==> config.mk <==
export PLATFORM = sky130hd
export DESIGN_NAME = uart_word_assembler
export DESIGN_NICKNAME = d
export VERILOG_FILES = /design/src/rtl/uart_word_assembler.sv
export SDC_FILE = /design/constraint.sdc
export NUM_CORES = 1
export LEC_CHECK = 0
export CAP_MARGIN = 40
export CORE_AREA = 5 5 42 44
export DETAILED_ROUTE_END_ITERATION = 16
export DIE_AREA = 0 0 47 49
export GPL_TIMING_DRIVEN = 1
export MAX_ROUTING_LAYER = met4
export PLACE_DENSITY = 0.84
export SLEW_MARGIN = 20
export SYNTH_ARGS = -nofsm -noshare
export SYNTH_HDL_FRONTEND = slang
export SYNTH_SLANG_ARGS = --single-unit
==> constraint.sdc <==
create_clock -name clk_i -period 2.8 [get_ports clk_i]
set_input_delay 0.56 -clock clk_i [delete_from_list [all_inputs] [get_ports clk_i]]
set_output_delay 0.56 -clock clk_i [all_outputs]
set_load 0.005 [all_outputs]
==> src/rtl/uart_word_assembler.sv <==
// uart_word_assembler: rebuilds N_BIT-wide words from received UART bytes (MSB byte first) and writes them to a FIFO
// Ports: clk_i, reset_i (async, active-high); rx_valid_i/rx_data_i received-byte strobe and byte;
//   fifo_full_i downstream backpressure; clr_err_i clears overflow_o; wr_en_o/data_wr_o FIFO write strobe and word;
//   busy_o not idle; overflow_o sticky dropped-byte flag; timeout_err_o pulse when a partial word is discarded
module uart_word_assembler #(
   parameter int N_BIT       = 8,
   parameter int TIMEOUT_CYC = 1000
) (
   input  logic             clk_i,
   input  logic             reset_i,
   input  logic             rx_valid_i,
   input  logic [7:0]       rx_data_i,
   input  logic             fifo_full_i,
   input  logic             clr_err_i,
   output logic             wr_en_o,
   output logic [N_BIT-1:0] data_wr_o,
   output logic             busy_o,
   output logic             overflow_o,
   output logic             timeout_err_o
);
   localparam int NB = (N_BIT + 7) / 8;
   localparam int CW = $clog2(NB + 1);
   localparam int TW = $clog2(TIMEOUT_CYC);
   typedef enum logic [1:0] {ST_IDLE, ST_COLLECT, ST_WRITE} state_t;
   state_t            state_q, state_d;
   logic [CW-1:0]     cnt_q, cnt_d;
   logic [TW-1:0]     timer_q, timer_d;
   logic [NB*8-1:0]   shift_q, shift_d, shift_ins;
   logic [N_BIT-1:0]  data_q, data_d;
   logic              wr_q, wr_d, ovf_q, ovf_d, to_q, to_d;
   logic              last;
   // Byte k lands in slot NB-1-k, so the word is simply the top N_BIT bits;
   // the unused low bits of a partial last byte fall below the word.
   always_comb begin
      shift_ins = shift_q;
      for (int k = 0; k < NB; k++)
         if (cnt_q == CW'(k)) shift_ins[(NB-1-k)*8 +: 8] = rx_data_i;
   end
   // cnt_q is 0 in ST_IDLE, so a single-byte word completes straight from idle
   assign last = cnt_q == CW'(NB - 1);
   always_comb begin
      state_d = state_q;
      cnt_d   = cnt_q;
      timer_d = timer_q;
      shift_d = shift_q;
      data_d  = data_q;
      wr_d    = 1'b0;
      to_d    = 1'b0;
      ovf_d   = (state_q == ST_WRITE && rx_valid_i) || (ovf_q && !clr_err_i);
      case (state_q)
         ST_IDLE, ST_COLLECT:
            if (rx_valid_i) begin
               shift_d = shift_ins;
               timer_d = '0;
               cnt_d   = last ? '0 : cnt_q + 1'b1;
               state_d = last ? ST_WRITE : ST_COLLECT;
               data_d  = last ? shift_ins[NB*8-1 -: N_BIT] : data_q;
            end else if (state_q == ST_COLLECT) begin
               if (timer_q == TW'(TIMEOUT_CYC - 1)) begin
                  to_d    = 1'b1;
                  cnt_d   = '0;
                  timer_d = '0;
                  shift_d = '0;
                  state_d = ST_IDLE;
               end else begin
                  timer_d = timer_q + 1'b1;
               end
            end
         ST_WRITE:
            if (!fifo_full_i) begin
               wr_d    = 1'b1;
               state_d = ST_IDLE;
            end
         default: state_d = ST_IDLE;
      endcase
   end
   always_ff @(posedge clk_i or posedge reset_i) begin
      if (reset_i) begin
         state_q <= ST_IDLE;
         cnt_q   <= '0;
         timer_q <= '0;
         shift_q <= '0;
         data_q  <= '0;
         wr_q    <= 1'b0;
         ovf_q   <= 1'b0;
         to_q    <= 1'b0;
      end else begin
         state_q <= state_d;
         cnt_q   <= cnt_d;
         timer_q <= timer_d;
         shift_q <= shift_d;
         data_q  <= data_d;
         wr_q    <= wr_d;
         ovf_q   <= ovf_d;
         to_q    <= to_d;
      end
   end
   assign wr_en_o       = wr_q;
   assign data_wr_o     = data_q;
   assign busy_o        = state_q != ST_IDLE;
   assign overflow_o    = ovf_q;
   assign timeout_err_o = to_q;
endmodule

# --- Word level (Yosys, flattened, before mapping) ---
# Index checks and enable logic that the tools add are counted.
word_totals:
  reg_bits: 32
  latchBits: 0
  ram_bits: 0
  mem_bits_ro: 0
  n_memories: 0
op_classes:
  addsub: 2
  n_mul: 0
  div: 0
  n_lt_le_gt_ge: 0
  n_eq_ne: 6
  shifts: 0
  muxes: 23
  n_bitwise: 1
  reduce_logical: 13
ops:
  columns: ["cell", "count"]
  rows:
  - ["$mux 8", 4]
  - ["$mux 10", 3]
  - ["$add 10x1->10 const B", 1]
  - ["$eq 10x10->1 const B", 1]
  - ["$mux 1", 10]
  - ["$mux 2", 5]
  - ["$reduce_and 3->1", 3]
  - ["$ne 3x3->1 const B", 2]
  - ["$reduce_bool 2->1", 3]
  - ["$pmux 2 s2", 1]
  - ["$eq 2x1->1 const B", 1]
  - ["$eq 2x2->1 const B", 1]
  - ["$logic_and 1x1->1", 2]
  - ["$logic_not 2->1", 1]
  - ["$ne 2x2->1 const B", 1]
  - ["$reduce_and 2->1", 1]
  - ["$reduce_or 2->1", 1]
  - ["$add 1x1->1 const B", 1]
  - ["$logic_not 1->1", 1]
  - ["$logic_or 1x1->1", 1]
  - ["$not 1->1", 1]

# --- Logic depth before layout (Yosys ltp) ---
depth:
  word_depth: 5
  mapped_depth: 3
  ltp_nobuf: 2

# --- Worst setup path before layout ---
# Ideal clock, no wire load.
synth_timing:
  kind: "input to register"
  from: "input port rx_valid_i"
  to: "register data_q[0], in the netlist data_wr_o[0]"
  setup_time_ns: 0.125
  t_arrival_ns: 1.127
  required_ns: 2.675
  path_slack_ns: 1.548
  stages: 3
  cell_sequence: "nor2b_2 > buf_6 > mux2_4"
synth_via:
  elab_chain_cells: 1
synth_lines:
  columns: ["item", "line_no", "text"]
  rows:
  - ["start, declared", "11", "input logic rx_valid_i,"]
  - ["$reduce_and 3->1 (no source line)", null, null]
  - ["end signal, assigned", "92", "data_q <= data_d;"]
  - ["end, declared", "29", "logic [N_BIT-1:0] data_q, data_d;"]
# No other way between the ends.
# A chain may end at the register's enable or synchronous reset.

# --- Worst setup path after layout ---
layout_timing:
  from: "register state_q[1]"
  to: "output port busy_o"
layout_via:
  elab_chain_cells: 1
layout_lines:
  columns: ["item", "line_no", "text"]
  rows:
  - ["start, declared", "25", "state_t state_q, state_d;"]
  - ["start signal, assigned", "88", "state_q <= state_d;"]
  - ["$reduce_bool 2->1", "100", "assign busy_o = state_q != ST_IDLE;"]
  - ["end, declared", "17", "output logic busy_o,"]
# No other way between the ends.

==> impl_metrics.sql <==
INSERT INTO impl_metrics (metric_group, metric, value, unit) VALUES
('die', 'design.core.area', '1400', 'um^2'),
('yosys', 'ys_seq_area_share', '60.3', '%'),
('placed_design', 'place_hpwl', '726', 'um'),
('timing', 'setup_violations_final', '0', ''),
('yosys', 'synth_fp_nets', '42', ''),
('cts', 'cts_tree', 'done', ''),
('drt', 'detail_route.drc_violations', '0', ''),
('timing', 'finalHoldViolations', '0', ''),
('cts', 'cts_buffers', '3', ''),
('die', 'io-pin-count', '25', ''),
('cts', 'cts.root.buffer_cell', 'sky130_fd_sc_hd__clkbuf_4', ''),
('die', 'row_count', '14', ''),
('yosys', 'avgSynthCellArea', '15.7', 'um^2'),
('setup_path', 'reg2reg_launch_point', 'state_q[1]', ''),
('yosys', 'synth.distinct_cells', '11', ''),
('drt', 'vias', '303', ''),
('setup_path', 'end_kind', 'output pin', ''),
('timing', 'holdWs', '514', 'ps'),
('finish', 'antennaDiodeCount', '0', ''),
('yosys', 'synth_largest_area_cell', 'sky130_fd_sc_hd__dfrtp_1', ''),
('min_path', 'hold_path_startpoint', 'data_wr_o[7]', ''),
('grt', 'overflow', '0', ''),
('drt', 'postRouteWirelength', '971', 'um'),
('run', 'timing.max_cap.violations', '0', ''),
('yosys', 'synth_warnings', '0', ''),
('grt', 'globalRouteTotalUtil', '10.0', '%'),
('drt', 'initialDrtViolationCount', '4', ''),
('setup_path', 'timing.critical_path.from_type', 'register', ''),
('die', 'design.die.area', '2300', 'um^2'),
('yosys', 'synth_area_leaders', 'sky130_fd_sc_hd__dfrtp_1, sky130_fd_sc_hd__mux2_4, sky130_fd_sc_hd__buf_6', ''),
('grt', 'grt_pass1_wl', '1550', 'um'),
('grt', 'grt_pass1_vias', '326', ''),
('setup_path', 'crit_family', 'buffers and inverters', ''),
('power', 'power_per_cell_area', '648', 'nW/um^2'),
('die', 'floorplan.initialDensity', '32.6', '%'),
('timing', 'fin_crit', '1780', 'ps'),
('grt', 'grt_antenna_before_repair', '0', ''),
('setup_path', 'crit_path_cell_trace', 'clkdlybuf4s50_1', ''),
('timing', 'unrepaired_setup_endpoints_after_global_routing', 'false', ''),
('cts', 'numClockSinks', '11', ''),
('die', 'die_width', '47', 'um'),
('timing', 'worst_clock_skew', '4.25', 'ps'),
('timing', 'worst_slew_margin_rel', '59.2', '%'),
('power', 'worst_ir_drop_vdd', '386', 'uV'),
('yosys', 'mappedNetlistArea', '457', 'um^2'),
('finish', 'filler_cell_count', '142', ''),
('drt', 'detail_route.wl_per_cell', '13.9', 'um'),
('finish', 'final-seq-area', '275', 'um^2'),
('cts', 'cts_max_path_buffers', '2', ''),
('setup_path', 'critPathBufInv', '1', ''),
('timing', 'report.final.slew_viol_count', '0', ''),
('status', 'outcome', 'finished, final reports clean', ''),
('cts', 'post_cts_resize_count', '0', ''),
('finish', 'multi_input_comb_area', '155', 'um^2'),
('setup_path', 'cpMaxStageDelayCell', 'sky130_fd_sc_hd__clkdlybuf4s50_1', ''),
('yosys', 'synth_top_area_share', '60.3', '%'),
('finish', 'post_route_cells_drive_above_1_share', '24.1', '%'),
('min_path', 'hold-path-cell-count', '1', ''),
('timing', 'tightestPinTransition', '609', 'ps'),
('cts', 'cts.hold.buffers_added', '0', ''),
('cts', 'post_cts.repair.setup_buffers', '0', ''),
('die', 'die_y', '49', 'um'),
('cts', 'clk_latency_worst_skew_pair', '270', 'ps'),
('setup_path', 'setup.worst_path.start', 'state_q[1]', ''),
('power', 'power', '0.464', 'mW'),
('yosys', 'syn-instance-count', '29', ''),
('timing', 'ratio_of_final_minimum_period_to_clock_period', '63.6', '%'),
('grt', 'grt_max_degree', '12', ''),
('finish', 'areaGrowthSynthToFinish', '56.7', '%'),
('setup_path', 'rrSetupSlack', '1380', 'ps'),
('placed_design', 'io_buffer_count', '23', '');
## registers in the layout, summed over array words and instances, names as in the netlist
name / count
overflow_o: 1
wr_en_o: 1
data_wr_o: 8
state_q: 1
## cell type report
cell class / instances / share of cell area (%)
clock buffers: 3 / 3.15
clock inverters: 1 / 0.699
inverters: 2 / 1.05
multi-input cells: 14 / 21.7
flip-flops and latches: 11 / 38.5
well taps: 16 / 2.80
repair buffers: 23 / 32.2
## routing by layer
metal / vias up / GRT usage [%] / routed length (um)
li1: 141 / - / -
met1: 145 / 11.3 / 366
met2: 17 / 13.8 / 455
met3: 0 / 7.75 / 149
met4: 0 / 2.76 / 0
met5: - / - / 0
## synth_stat cells (all sizes together)
library cell / instances
buf: 2
mux2: 8
dfrtp: 11
nor2b: 2
inv: 2
nand2: 1
o21ai: 1
a21o: 1
conb: 1
## cell usage in the layout (no fill, tap or decap)
cell type                         instances
sky130_fd_sc_hd__nand2_1                  1
sky130_fd_sc_hd__nor2b_1                  1
sky130_fd_sc_hd__conb_1                   1
sky130_fd_sc_hd__clkbuf_4                 3
sky130_fd_sc_hd__nor2b_2                  1
sky130_fd_sc_hd__mux2_4                   8
sky130_fd_sc_hd__inv_1                    2
sky130_fd_sc_hd__clkinv_2                 1
sky130_fd_sc_hd__dfrtp_1                 11
sky130_fd_sc_hd__o21ai_0                  1
sky130_fd_sc_hd__clkdlybuf4s50_1         23
sky130_fd_sc_hd__a21o_1                   1
## where the power goes
group | switching (mW) | leakage [nW] | internal (mW)
logic | 0.0378 | 0.179 | 0.108
registers | 0.0188 | 0.131 | 0.191
clock network | 0.0559 | 0.0177 | 0.0529
## per-stage QoR
step	setup slack, ps	std cells	cell area, um^2	utilization (%)
global placement	763	66	688	49.1
floorplan	1550	29	457	-
finish	1020	70	716	51.1
detailed placement	727	66	688	49.1
CTS	998	70	716	51.1
global route	978	70	716	51.1
## cell families after synthesis
| group | Yosys count | share of synthesized area [%] |
|---|---|---|
| flip-flops | 11 | 60.3 |
| other | 1 | 0.821 |
| buffers and inverters | 4 | 5.75 |
| AO/OA/AOI/OAI | 2 | 2.74 |
| AND/OR/NAND/NOR | 3 | 4.11 |
| multiplexers | 8 | 26.3 |
## path summary, 6_finish.rpt
check                                    end
worst min register to register  data_wr_o[7]
min in group asynchronous       data_wr_o[6]
max in group asynchronous       data_wr_o[0]
worst max-delay path                  busy_o
worst max register to register  data_wr_o[3]
worst min-delay path            data_wr_o[7]
Power figures use the tool's default switching activity.
